### config.mk
export PLATFORM = sky130hd
export DESIGN_NAME = ps2_key_cmd_ctrl
export DESIGN_NICKNAME = d
export VERILOG_FILES = /design/src/rtl/ps2_key_cmd_ctrl.sv
export SDC_FILE = /design/constraint.sdc
export NUM_CORES = 1
export LEC_CHECK = 0
export ABC_AREA = 0
export BUFFER_PORTS_ARGS = -buffer_cell sky130_fd_sc_hd__buf_2
export CAP_MARGIN = 30
export CORE_AREA = 2 2 53 105
export DETAILED_ROUTE_END_ITERATION = 10
export DIE_AREA = 0 0 55 107
export PLACE_DENSITY_LB_ADDON = 0.15
export SLEW_MARGIN = 5
export SYNTH_ARGS = -nofsm -noshare
export SYNTH_HDL_FRONTEND = slang
export SYNTH_SLANG_ARGS = --single-unit
### constraint.sdc
create_clock -name clk -period 2.45 [get_ports clk]
set_clock_uncertainty 0.2 [all_clocks]
set_input_delay 0.6125 -clock clk [delete_from_list [all_inputs] [get_ports clk]]
set_output_delay 0.6125 -clock clk [all_outputs]
set_load 0.01 [all_outputs]
### src/rtl/ps2_key_cmd_ctrl.sv
// PS/2 scan-code sequencer: tracks E0/F0 prefixes, turns key releases into 4-bit commands and
// queues them in a show-ahead FIFO. Define MAKE_EVENTS_EN to also queue de-duplicated presses.
module ps2_key_cmd_ctrl #(
    parameter int unsigned DEPTH       = 4,
    parameter int unsigned TIMEOUT_CYC = 500000
) (
    input  logic       clk,
    input  logic       reset,
    input  logic       rx_done_tick_i,
    input  logic [7:0] rx_data_i,
    output logic       rx_en_o,
    output logic       cmd_valid_o,
    output logic [4:0] cmd_code_o,
    input  logic       cmd_rd_i,
    output logic       cmd_ovf_o,
    input  logic       ovf_clr_i
);

    localparam int unsigned PtrW = (DEPTH > 1) ? $clog2(DEPTH) : 1;
    localparam int unsigned CntW = PtrW + 1;
    localparam int unsigned TmoW = 20;
    localparam logic [TmoW-1:0] TmoLast = TmoW'(TIMEOUT_CYC - 1);

    typedef enum logic [1:0] {StIdle, StExt, StBrk, StExtBrk} state_e;

    state_e          state_q, state_d;
    logic [TmoW-1:0] tmo_q, tmo_d;
    logic [4:0]      mem_q [DEPTH];
    logic [PtrW-1:0] wr_ptr_q, rd_ptr_q;
    logic [CntW-1:0] cnt_q;
    logic            ovf_q;

    logic [3:0] code;
    logic       mapped;
    logic       make_ev, brk_ev;
    logic       push;
    logic [4:0] push_data;
    logic       full, empty, pop, push_ok;
    logic [4:0] head;

`ifdef MAKE_EVENTS_EN
    logic [3:0] held_q, held_d;
`endif

    always_comb begin
        code = 4'd0;
        case (rx_data_i)
            8'h2B:   code = 4'd1;
            8'h33:   code = 4'd2;
            8'h2C:   code = 4'd3;
            8'h75:   code = 4'd4;
            8'h74:   code = 4'd5;
            8'h6B:   code = 4'd6;
            8'h72:   code = 4'd7;
            8'h76:   code = 4'd8;
            default: code = 4'd0;
        endcase
    end

    assign mapped = (code != 4'd0);

    // Prefix decoder; only acts on received bytes, otherwise runs the resync timeout.
    always_comb begin
        state_d = state_q;
        tmo_d   = tmo_q;
        make_ev = 1'b0;
        brk_ev  = 1'b0;
        if (rx_done_tick_i) begin
            tmo_d = '0;
            unique case (state_q)
                StIdle: begin
                    if (rx_data_i == 8'hE0)      state_d = StExt;
                    else if (rx_data_i == 8'hF0) state_d = StBrk;
                    else begin
                        state_d = StIdle;
                        make_ev = mapped;
                    end
                end
                StExt: begin
                    if (rx_data_i == 8'hF0)      state_d = StExtBrk;
                    else if (rx_data_i == 8'hE0) state_d = StExt;
                    else begin
                        state_d = StIdle;
                        make_ev = mapped;
                    end
                end
                StBrk: begin
                    if (rx_data_i == 8'hF0)      state_d = StBrk;
                    else if (rx_data_i == 8'hE0) state_d = StExtBrk;
                    else begin
                        state_d = StIdle;
                        brk_ev  = mapped;
                    end
                end
                StExtBrk: begin
                    state_d = StIdle;
                    brk_ev  = mapped;
                end
            endcase
        end else if (state_q != StIdle) begin
            if (tmo_q == TmoLast) begin
                state_d = StIdle;
                tmo_d   = '0;
            end else begin
                tmo_d = tmo_q + TmoW'(1);
            end
        end
    end

`ifdef MAKE_EVENTS_EN
    // Typematic repeats of the held key are suppressed; its release frees the slot.
    always_comb begin
        held_d    = held_q;
        push      = 1'b0;
        push_data = {1'b0, code};
        if (make_ev && (code != held_q)) begin
            push      = 1'b1;
            push_data = {1'b1, code};
            held_d    = code;
        end
        if (brk_ev) begin
            push = 1'b1;
            if (code == held_q) held_d = 4'd0;
        end
    end

    always_ff @(posedge clk or posedge reset) begin
        if (reset) held_q <= 4'd0;
        else       held_q <= held_d;
    end
`else
    logic unused_make;
    assign unused_make = make_ev;
    assign push        = brk_ev;
    assign push_data   = {1'b0, code};
`endif

    assign full    = (cnt_q == CntW'(DEPTH));
    assign empty   = (cnt_q == '0);
    assign pop     = cmd_rd_i & ~empty;
    assign push_ok = push & (~full | pop);

    always_ff @(posedge clk or posedge reset) begin
        if (reset) begin
            state_q  <= StIdle;
            tmo_q    <= '0;
            wr_ptr_q <= '0;
            rd_ptr_q <= '0;
            cnt_q    <= '0;
            ovf_q    <= 1'b0;
            for (int i = 0; i < DEPTH; i++) mem_q[i] <= '0;
        end else begin
            state_q <= state_d;
            tmo_q   <= tmo_d;
            if (push_ok) begin
                mem_q[wr_ptr_q] <= push_data;
                wr_ptr_q        <= wr_ptr_q + PtrW'(1);
            end
            if (pop) rd_ptr_q <= rd_ptr_q + PtrW'(1);
            if (push_ok && !pop)      cnt_q <= cnt_q + CntW'(1);
            else if (!push_ok && pop) cnt_q <= cnt_q - CntW'(1);
            if (push && full && !pop) ovf_q <= 1'b1;
            else if (ovf_clr_i)       ovf_q <= 1'b0;
        end
    end

    assign head        = empty ? 5'd0 : mem_q[rd_ptr_q];
    assign rx_en_o     = ~full;
    assign cmd_valid_o = ~empty;
    assign cmd_ovf_o   = ovf_q;

`ifdef MAKE_EVENTS_EN
    assign cmd_code_o = head;
`else
    logic unused_head4;
    assign unused_head4 = head[4];
    assign cmd_code_o   = {1'b0, head[3:0]};
`endif

endmodule
### After elaboration in Yosys (flattened, before gate mapping)

Cells that the tools add are included.

| storage, ports and cells | value |
|---|---|
| bits in registers | 50 |
| bits of input ports | 13 |
| word-level logic and storage cells | 85 |
| output and inout bits | 8 |

| operators by class | value |
|---|---|
| eq/ne operators | 15 |
| bitwise operators | 7 |
| muxes and demuxes | 29 |
| add/sub/neg operators | 5 |
| reductions and logical operators | 16 |
| order comparisons | 3 |

Operator list:

| kind | number |
|---|---|
| 2-to-1 mux 20 bit | 3 |
| equality test 8 x 7 -> 1 bit, second input constant | 5 |
| one-hot mux 4 bit (8 select lines) | 1 |
| equality test 8 x 6 -> 1 bit, second input constant | 3 |
| adder 20 x 1 -> 20 bit, second input constant | 1 |
| bitwise mux 20 bit | 1 |
| equality test 20 x 19 -> 1 bit, second input constant | 1 |
| equality test 8 bit, second input constant | 2 |
| 2-to-1 mux 2 bit | 8 |
| 2-to-1 mux 4 bit | 3 |
| binary-select mux 5 bit (select 2 bit) | 1 |
| demux 5 bit (select 2 bit) | 1 |
| nonzero test 2 bit | 5 |
| one-hot mux 2 bit (4 select lines) | 1 |
| greater-or-equal comparator 3 bit, second input constant | 2 |
| 2-to-1 mux 1 bit | 6 |
| 2-to-1 mux 3 bit | 2 |
| NOT 2 -> 3 bit | 2 |
| logical AND 1 bit | 5 |
| 2-to-1 mux 5 bit | 1 |
| adder 2 x 1 -> 2 bit, second input constant | 2 |
| equality test 2 bit, second input constant | 2 |
| nonzero test 4 bit | 1 |
| adder 3 x 1 -> 3 bit, second input constant | 1 |
| 12 further kinds | 15 |

### Logic depth before layout (Yosys ltp)

Gate-level depths: netlist of the first run.

| depth | value |
|---|---|
| depth after elaboration | 12 |
| mapped depth | 12 |
| gate-level depth less buffers | 11 |

### Worst setup path before layout of the first run

OpenSTA, ideal clock, no wires.

| timing path | value |
|---|---|
| kind | input -> register |
| start | in rx_data_i[0] |
| end | reg cnt_q[1] |
| data required time | 2125 ps |
| buffers on the path | 0 |
| slack | -434 ps |
| data arrival time | 2560 ps |
| stages on the path | 9 |
| library setup time | 125 ps |
| cell sequence | or4b_4 nor4_4 nor4_1 o21ai_0 inv_1 ha_1 inv_1 fa_1 mux2_2 |

| between the ends | value |
|---|---|
| cells in the longest elaborated chain, start to end | 11 |
| elaborated cells between the ends (all ways) | 22 |
| classes of those cells | 10 x eq/ne; 6 x mux; 1 x bitwise; 5 x reduce/logical |

RTL lines:

| element | line | RTL |
|---|---|---|
| start: declaration | 10 | `input logic [7:0] rx_data_i,` |
| equality test 8 x 7 -> 1 bit / equality test 8 x 6 -> 1 bit (equally long branches) | 47 | `case (rx_data_i)` |
| one-hot mux 4 bit (8 select lines) | 47 |  |
| nonzero test 4 bit | 60 | `assign mapped = (code != 4'd0);` |
| 2-to-1 mux 1 bit | 89 | `else if (rx_data_i == 8'hE0) state_d = StExtBrk;` |
| 2-to-1 mux 1 bit | 88 | `if (rx_data_i == 8'hF0) state_d = StBrk;` |
| one-hot mux 1 bit (2 select lines) (*) | 70 | `unique case (state_q)` |
| 2-to-1 mux 1 bit (*) | 68 | `if (rx_done_tick_i) begin` |
| bitwise AND 1 bit (*) | 141 | `assign push_ok = push & (~full \| pop);` |
| net push_ok | 38 | `logic full, empty, pop, push_ok;` |
| logical NOT 1 bit | 161 | `else if (!push_ok && pop) cnt_q <= cnt_q - CntW'(1);` |
| logical AND 1 bit | 161 |  |
| nonzero test 2 bit (no line) | n/a |  |
| end signal: assignment | 160 | `if (push_ok && !pop) cnt_q <= cnt_q + CntW'(1);` |
| end signal: assignment | 161 |  |
| end: declaration | 30 | `logic [CntW-1:0] cnt_q;` |

Mark *: on every way through the listed nets, which the timed path passes. The rest lies on a longest branch.
A chain may end at the register's enable or synchronous reset.

### Worst setup path in the final report of the first run

Same ends and word-level chain as after synthesis.

==> flow_summary.ini, run 1 <==
[placed_design]
port_buffers = 19
place_area_um2 = 3040
hpwl_um = 4750
post-place-ws_ns = -0.500
gp_congestion = 0.795

[final_layout]
final_area_um2 = 3160
fill_cells = 439
areaGrowthSynthToFinish_pct = 17.5
final_util_pct = 62.0
drive_gt1_share_pct = 29.6
antenna_cells = 0
fin_nets = 330

[power]
vdd_ir_drop_max_mv = 0.466
netSwitchingFraction_pct = 30.4
seq_power_share_pct = 52.3
p_per_area_nw_per_um2 = 549
p_int_w = 0.00120
clock_power_share_pct = 27.6
switchingPower_w = 0.000527
cellLeakagePower_nw = 1.47
power_frac_comb_pct = 20.0

[synthesis]
ys.flop_type = dfrtp_1
ys_types = 52
synth_seq_area_share_pct = 42.9
synthCells = 263
yosysWarnings = 0
synth-edff-count = 0
ys_ff_latch = 46
async_reset_ff_share_pct = 100
netlist_area_um2 = 2690
synth.avg_cell_area_um2 = 10.2
synth_nets = 283

[grt]
grt_pass1_vias = 2277
grt_usage_pct = 24.5
antenna_found_initial = 0
grt_pass1_wl_um = 10500
gr-total-overflow = 0
grt_max_degree = 47

[timing]
rsz0062_at_grt = true
period_share_pct = 106
period_needed_ns = 2.61
hold_violations = 0
relSlewSlack_pct = 60.5
finalWorstSetupSlack_ns = -0.158
fmax_mhz = 384
tightestPinTransition_ns = 0.593
slew_violations = 0
setup_viol = 2

[critical_path]
path_cells = buf_2, or4b_4, nor4_4, nor4_2, o21ai_2, inv_1, ha_2, inv_2, fa_2, mux2_2
endpoint_kind = register
cpMaxStageDelayCell = or4b_4
reg2reg_from = cnt_q[1]
cp-start-kind = primary input
cp.arrival_ns = 2.60
slowest_delay_ns = 0.56
crit_start = rx_data_i[0]
required_ns = 2.44
setup.worst_path.class = primary input to register
path_max_fanout = 3

[cts]
clk_pin_slew_worst_paths_ns = 0.10
cts_tree = done
clk_latency_ns = 0.30
cts_buffers = 5
clockBufferDepth = 2
htree_levels = 2
cts-root-buf = clkbuf_8
cts_num_sinks = 46

[detailed_routing]
via_per_inst = 5.95
routed_wirelength_um = 6100
final_antenna_net_count = 0
wl_per_cell_um = 16.5
via_count = 2194
dr.pass1.iters = 4
drtIter0Drc = 44
route.detailed.drc = 0

[die]
die-height_um = 107
ios = 21
die_x_um = 55
initial_core_util_pct = 52.7
placementRows = 37
core_um2 = 5090
die_area_um2 = 5890

[worst_hold_path]
min_path_type = primary input to asynchronous set/reset pin

[job]
cap_violations = 0

[status]
status = complete, but fails checks
violations = setup timing
-- worst max-delay path: cells and delay by family --
| kind | cells | cell delay (ns) |
|---|---|---|
| AND/OR/NAND/NOR | 3 | 0.84 |
| adder cells (fa/ha/maj) | 2 | 0.58 |
| multiplexers | 1 | 0.27 |
| buffers and inverters | 3 | 0.22 |
| AO/OA/AOI/OAI | 1 | 0.07 |
-- timing repair --
| action | CTS | global route |
|---|---|---|
| endpoints found under the setup margin | 5 | 14 |
| pin swaps | 6 | 2 |
| setup buffers | 1 | 1 |
| gates resized for setup | 3 | 1 |
| hold buffers | 0 | 0 |
-- power groups by stage --
stage	clock network [W]	logic (W)	registers, W
after floorplan	0	0.000227	0.000882
after global placement	0	0.000328	0.000920
after detailed placement	0	0.000339	0.000919
after CTS	0.000494	0.000340	0.000910
after global routing	0.000529	0.000390	0.000919
final	0.000479	0.000347	0.000906
-- synth_stat cells, types with 4 or more instances --
library cell | number | area [um2]
ha_1 | 6 | 75.1
and2_1 | 7 | 43.8
o21ai_0 | 16 | 80.1
dfrtp_1 | 46 | 1150
mux2_2 | 10 | 113
mux4_2 | 4 | 90.1
nor2_1 | 17 | 63.8
inv_1 | 12 | 45.0
a21oi_1 | 6 | 30.0
o211a_1 | 4 | 40.0
clkbuf_1 | 6 | 22.5
xnor2_1 | 6 | 52.6
a32o_1 | 8 | 80.1
nor4_1 | 4 | 25.0
xor2_1 | 9 | 78.8
buf_2 | 5 | 25.0
o211ai_1 | 5 | 37.5
nand4_1 | 7 | 43.8
nand2_1 | 16 | 60.1
nand3_1 | 16 | 80.1
nor3_1 | 6 | 30.0
-- routing by layer --
metal  share of wire [%]  wire length [um]  track usage, %
met1                  36              2170            25.3
met2                  61              3700            46.6
met3                 1.9               117            3.62
met4                 1.8               109            7.32
met5                   0                 0               0
-- cell usage in the layout (no fill, tap or decap), types with 3 or more instances in the layout --
master / n
dfrtp_1: 45
buf_4: 36
buf_2: 19
nor2_1: 17
nand2_1: 16
nand3_1: 16
o21ai_0: 15
inv_1: 10
mux2_2: 10
xor2_1: 9
a32o_1: 8
and2_1: 7
nand4_1: 7
nor3_1: 6
a21oi_1: 6
xnor2_1: 6
o211ai_1: 5
ha_1: 5
clkbuf_8: 5
o211a_1: 4
mux4_2: 4
nand3b_1: 3
o22ai_1: 3
and4_1: 3
or3_1: 3
a22o_1: 3
-- registers in the layout, indices dropped and copies added, names as in the netlist --
signal	count
rd_ptr_q	2
tmo_q	20
state_q	2
cmd_ovf_o	1
cnt_q	3
mem_q	16
wr_ptr_q	2
-- through the flow --
stage	power [W]	hold WS [ns]	cells	TNS, ns
floorplan	0.00111	0.261	263	-0.645
global placement	0.00125	0.272	359	-1.91
detailed placement	0.00126	0.281	359	-2.11
CTS	0.00174	0.257	368	-0.281
global route	0.00184	0.291	369	-0.584
finish	0.00173	0.237	369	-0.255
-- area by class of cell --
cell class / count / area [um2] / share of cell area [%]
Multi-Input combinational cell: 190 / 1430 / 45.2
Sequential cell: 46 / 1150 / 36.5
Timing Repair Buffer: 55 / 365 / 11.6
Tap cell: 58 / 72.6 / 2.30
Clock buffer: 5 / 68.8 / 2.18
Inverter: 12 / 45.0 / 1.43
Clock inverter: 3 / 23.8 / 0.753
-- cells by family after synthesis --
group | synth area share [%]
AND/OR/NAND/NOR | 21.2
adder cells (fa/ha/maj) | 3.54
buffers and inverters | 4.75
multiplexers | 8.29
XOR/XNOR | 4.89
other | 0.140
flip-flops | 42.9
AO/OA/AOI/OAI | 14.3
-- final timing paths --
path / end / slack (ns) / cells after the start
max in group asynchronous: rd_ptr_q[0] / 1.39 / 3
hold / removal: tmo_q[3] / 0.24 / 3
min in group clk: cmd_ovf_o / 0.29 / 2
setup / recovery: cnt_q[1] / -0.16 / 10
setup reg to reg: cnt_q[1] / 0.07 / 9
hold reg to reg: mem_q[1] / 0.30 / 1
Note: power is estimated with default switching activity, not from simulation.
==> inputs of run 2 (changes only) <==
- ABC_AREA: 0 -> 1
- CORE_AREA: 2 2 53 105 -> 2 2 55 109
- DIE_AREA: 0 0 55 107 -> 0 0 57 111
==> run 2 against run 1 <==
The run now ends clean. Combinational power increased by 59%. Setup slack improved by 0.27 ns. Non-clock buffer count decreased by 11. Design area increased by 12%. Utilization increased by 1.5 points. Synthesized area increased by 8.1%. Largest power group unchanged.
==> flow_summary.ini, run 2 <==
[critical_path]
cpMaxStageDelayCell = fa_2
slowest_delay_ns = 0.34
cp-start-kind = primary input
rrSetupSlack_ns = 0.21
setup.worst_path.class = primary input to register
endpoint_kind = register
reg2reg_from = cnt_q[0]
critPathCapture = cnt_q[2]
cp.arrival_ns = 2.32
crit_top_cell = nand2_2
path_cells = buf_2, inv_2, nand2_4, nor2_4, nand2_2, nand2_2, nor2_2, nand2_2, nand2_4, nor2_4, ha_4, inv_2, fa_2, a21oi_2, o21ai_1, xor2_1
worst-r2r-cell-count = 8
crit_start = rx_data_i[3]
path_max_fanout = 3
required_ns = 2.43
r2r-end = cnt_q[1]

[synthesis]
synth.avg_cell_area_um2 = 7.25
yosys-top-cells-count = 105 x nand2_1, 58 x nor2_1, 47 x inv_1
synth_seq_area_share_pct = 39.7
ys_types = 35
ys.flop_type = dfrtp_1
yosysMostFrequentCell = nand2_1
synth-edff-count = 0
netlist_area_um2 = 2900
synthCells = 400
synth_top_area_cell = dfrtp_1
yosysWarnings = 0
ys_ff_latch = 46
synth_nets = 420
synthTopCellsByArea = dfrtp_1 40%, nand2_1 14%, nor2_1 7.5%
async_reset_ff_share_pct = 100
synth_top_area_share_pct = 39.7

[die]
die_x_um = 57
die-height_um = 111
ios = 21
core_um2 = 5560
die_area_um2 = 6330
initial_core_util_pct = 52.2
placementRows = 39

[job]
cap_violations = 0

[final_layout]
largest_reg_flops = 20
mostFrequentLayoutCells = 99 x nand2_1, 51 x nor2_1, 45 x dfrtp_1
regMostFlops = tmo_q
layout_commonest_cell = nand2_1
fin_nets = 465
antenna_cells = 0
areaGrowthSynthToFinish_pct = 21.7
drive_gt1_share_pct = 23.1
final_cells = 507
reg_top3 = tmo_q: 20 flops, mem_q: 16 flops, cnt_q: 3 flops
final_util_pct = 63.5

[grt]
grt_pass1_vias = 2707
antenna_found_initial = 0
grt_pass1_wl_um = 11700
grt_max_degree = 47
grt_usage_pct = 22.9
gr-total-overflow = 0

[placed_design]
hpwl_um = 4760
gp_congestion = 0.933
port_buffers = 19
placed_cells_incl_taps = 494
post-place-ws_ns = -0.337

[cts]
cts_tree = done
clk_latency_ns = 0.29
cts_num_sinks = 46
ctsHoldBuffers = 0
clk_pin_slew_worst_paths_ns = 0.06
htree_levels = 2
cts_buffers = 5
clockBufferDepth = 2
cts-root-buf = clkbuf_16

[timing]
setup_viol = 0
slew_violations = 0
period_needed_ns = 2.34
tns_ns = 0
period_share_pct = 95.6
hold_violations = 0
finalWorstSetupSlack_ns = 0.108
fmax_mhz = 427
tightestPinTransition_ns = 0.598
relSlewSlack_pct = 60.1

[detailed_routing]
via_count = 2729
routed_wirelength_um = 6510
via_per_inst = 5.38
final_antenna_net_count = 0
drtIter0Drc = 169
wl_per_cell_um = 12.8
route.detailed.drc = 0
dr.pass1.iters = 4

[power]
power_w = 0.00234
cellLeakagePower_nw = 1.76
power_frac_comb_pct = 23.7
vdd_ir_drop_max_mv = 0.697
switchingPower_w = 0.000699
clock_power_share_pct = 37.5
p_per_area_nw_per_um2 = 661
netSwitchingFraction_pct = 29.9
seq_power_share_pct = 38.8
p_int_w = 0.00164

[status]
status = finished, final reports clean

[worst_hold_path]
min_path_type = primary input to asynchronous set/reset pin
[run 2: changes by cell type after synthesis, sizes merged, moves of 8 or more]
| cell | before | now |
|---|---|---|
| a32o | 8 | 0 |
| inv | 12 | 52 |
| mux2 | 10 | 1 |
| nand2 | 16 | 113 |
| nand4 | 7 | 28 |
| nor2 | 17 | 66 |
[run 2: worst min-delay path by stage]
stage               startpoint   endpoint  slack [ns]
CTS                      reset  cmd_ovf_o        0.16
finish                   reset  cmd_ovf_o        0.15
global placement     mem_q[12]  mem_q[12]        0.25
global route             reset  tmo_q[16]        0.17
detailed placement   mem_q[11]  mem_q[11]        0.26
floorplan             mem_q[0]   mem_q[0]        0.24
[run 2: area by class of cell]
class,count,area [um2]
fillers,506,2030
multi-input cells,296,1620
flip-flops and latches,46,1150
repair buffers,44,298
inverters,52,195
clock buffers,5,125
well taps,61,76.3
clock inverters,3,68.8
[run 2: power groups by stage]
stage	Clock (W)	Sequential, W	Combinational, W
after floorplan	0	0.000882	0.000387
after global placement	0	0.000916	0.000521
after detailed placement	0	0.000919	0.000531
after CTS	0.000890	0.000905	0.000536
after global routing	0.000913	0.000916	0.000630
final	0.000877	0.000906	0.000553
[run 2: kinds of logic after synthesis]
kind of cell,after synthesis,synth area share [%]
compound gates,37,6.73
xor+xnor,9,2.72
fa+ha+maj,7,3.28
buf+inv,58,7.98
flops,46,39.7
mux,1,0.388
other cells,1,0.129
simple gates,241,39.1
[run 2: through the flow]
step                      area [um2]  hold WS [ns]
after floorplan                 2920         0.237
after global placement          3220         0.254
after detailed placement        3220         0.259
after CTS                       3430         0.160
after global routing            3530         0.175
final                           3530         0.151
[run 2: repair_timing]
| item | CTS | global route |
|---|---|---|
| gates resized for setup | 1 | 21 |
| pin swaps | 1 | 10 |
| setup buffers | 1 | 4 |
| setup endpoints to repair | 1 | 3 |
[run 2: worst max-delay path: cells and delay by family]
family                   cells  cell delay (ns)
AO/OA/AOI/OAI                2             0.19
XOR/XNOR                     1             0.14
adder cells (fa/ha/maj)      2             0.47
buffers and inverters        3             0.25
AND/OR/NAND/NOR              8             0.64
[run 2: per-layer routing]
layer  vias up  GRT usage (%)  wire length, um
met5         -              0                0
met4         0           12.2              216
met3        20           4.78              277
met2        73           35.2             3240
met1      1263           29.6             2780
li1       1373              -                -
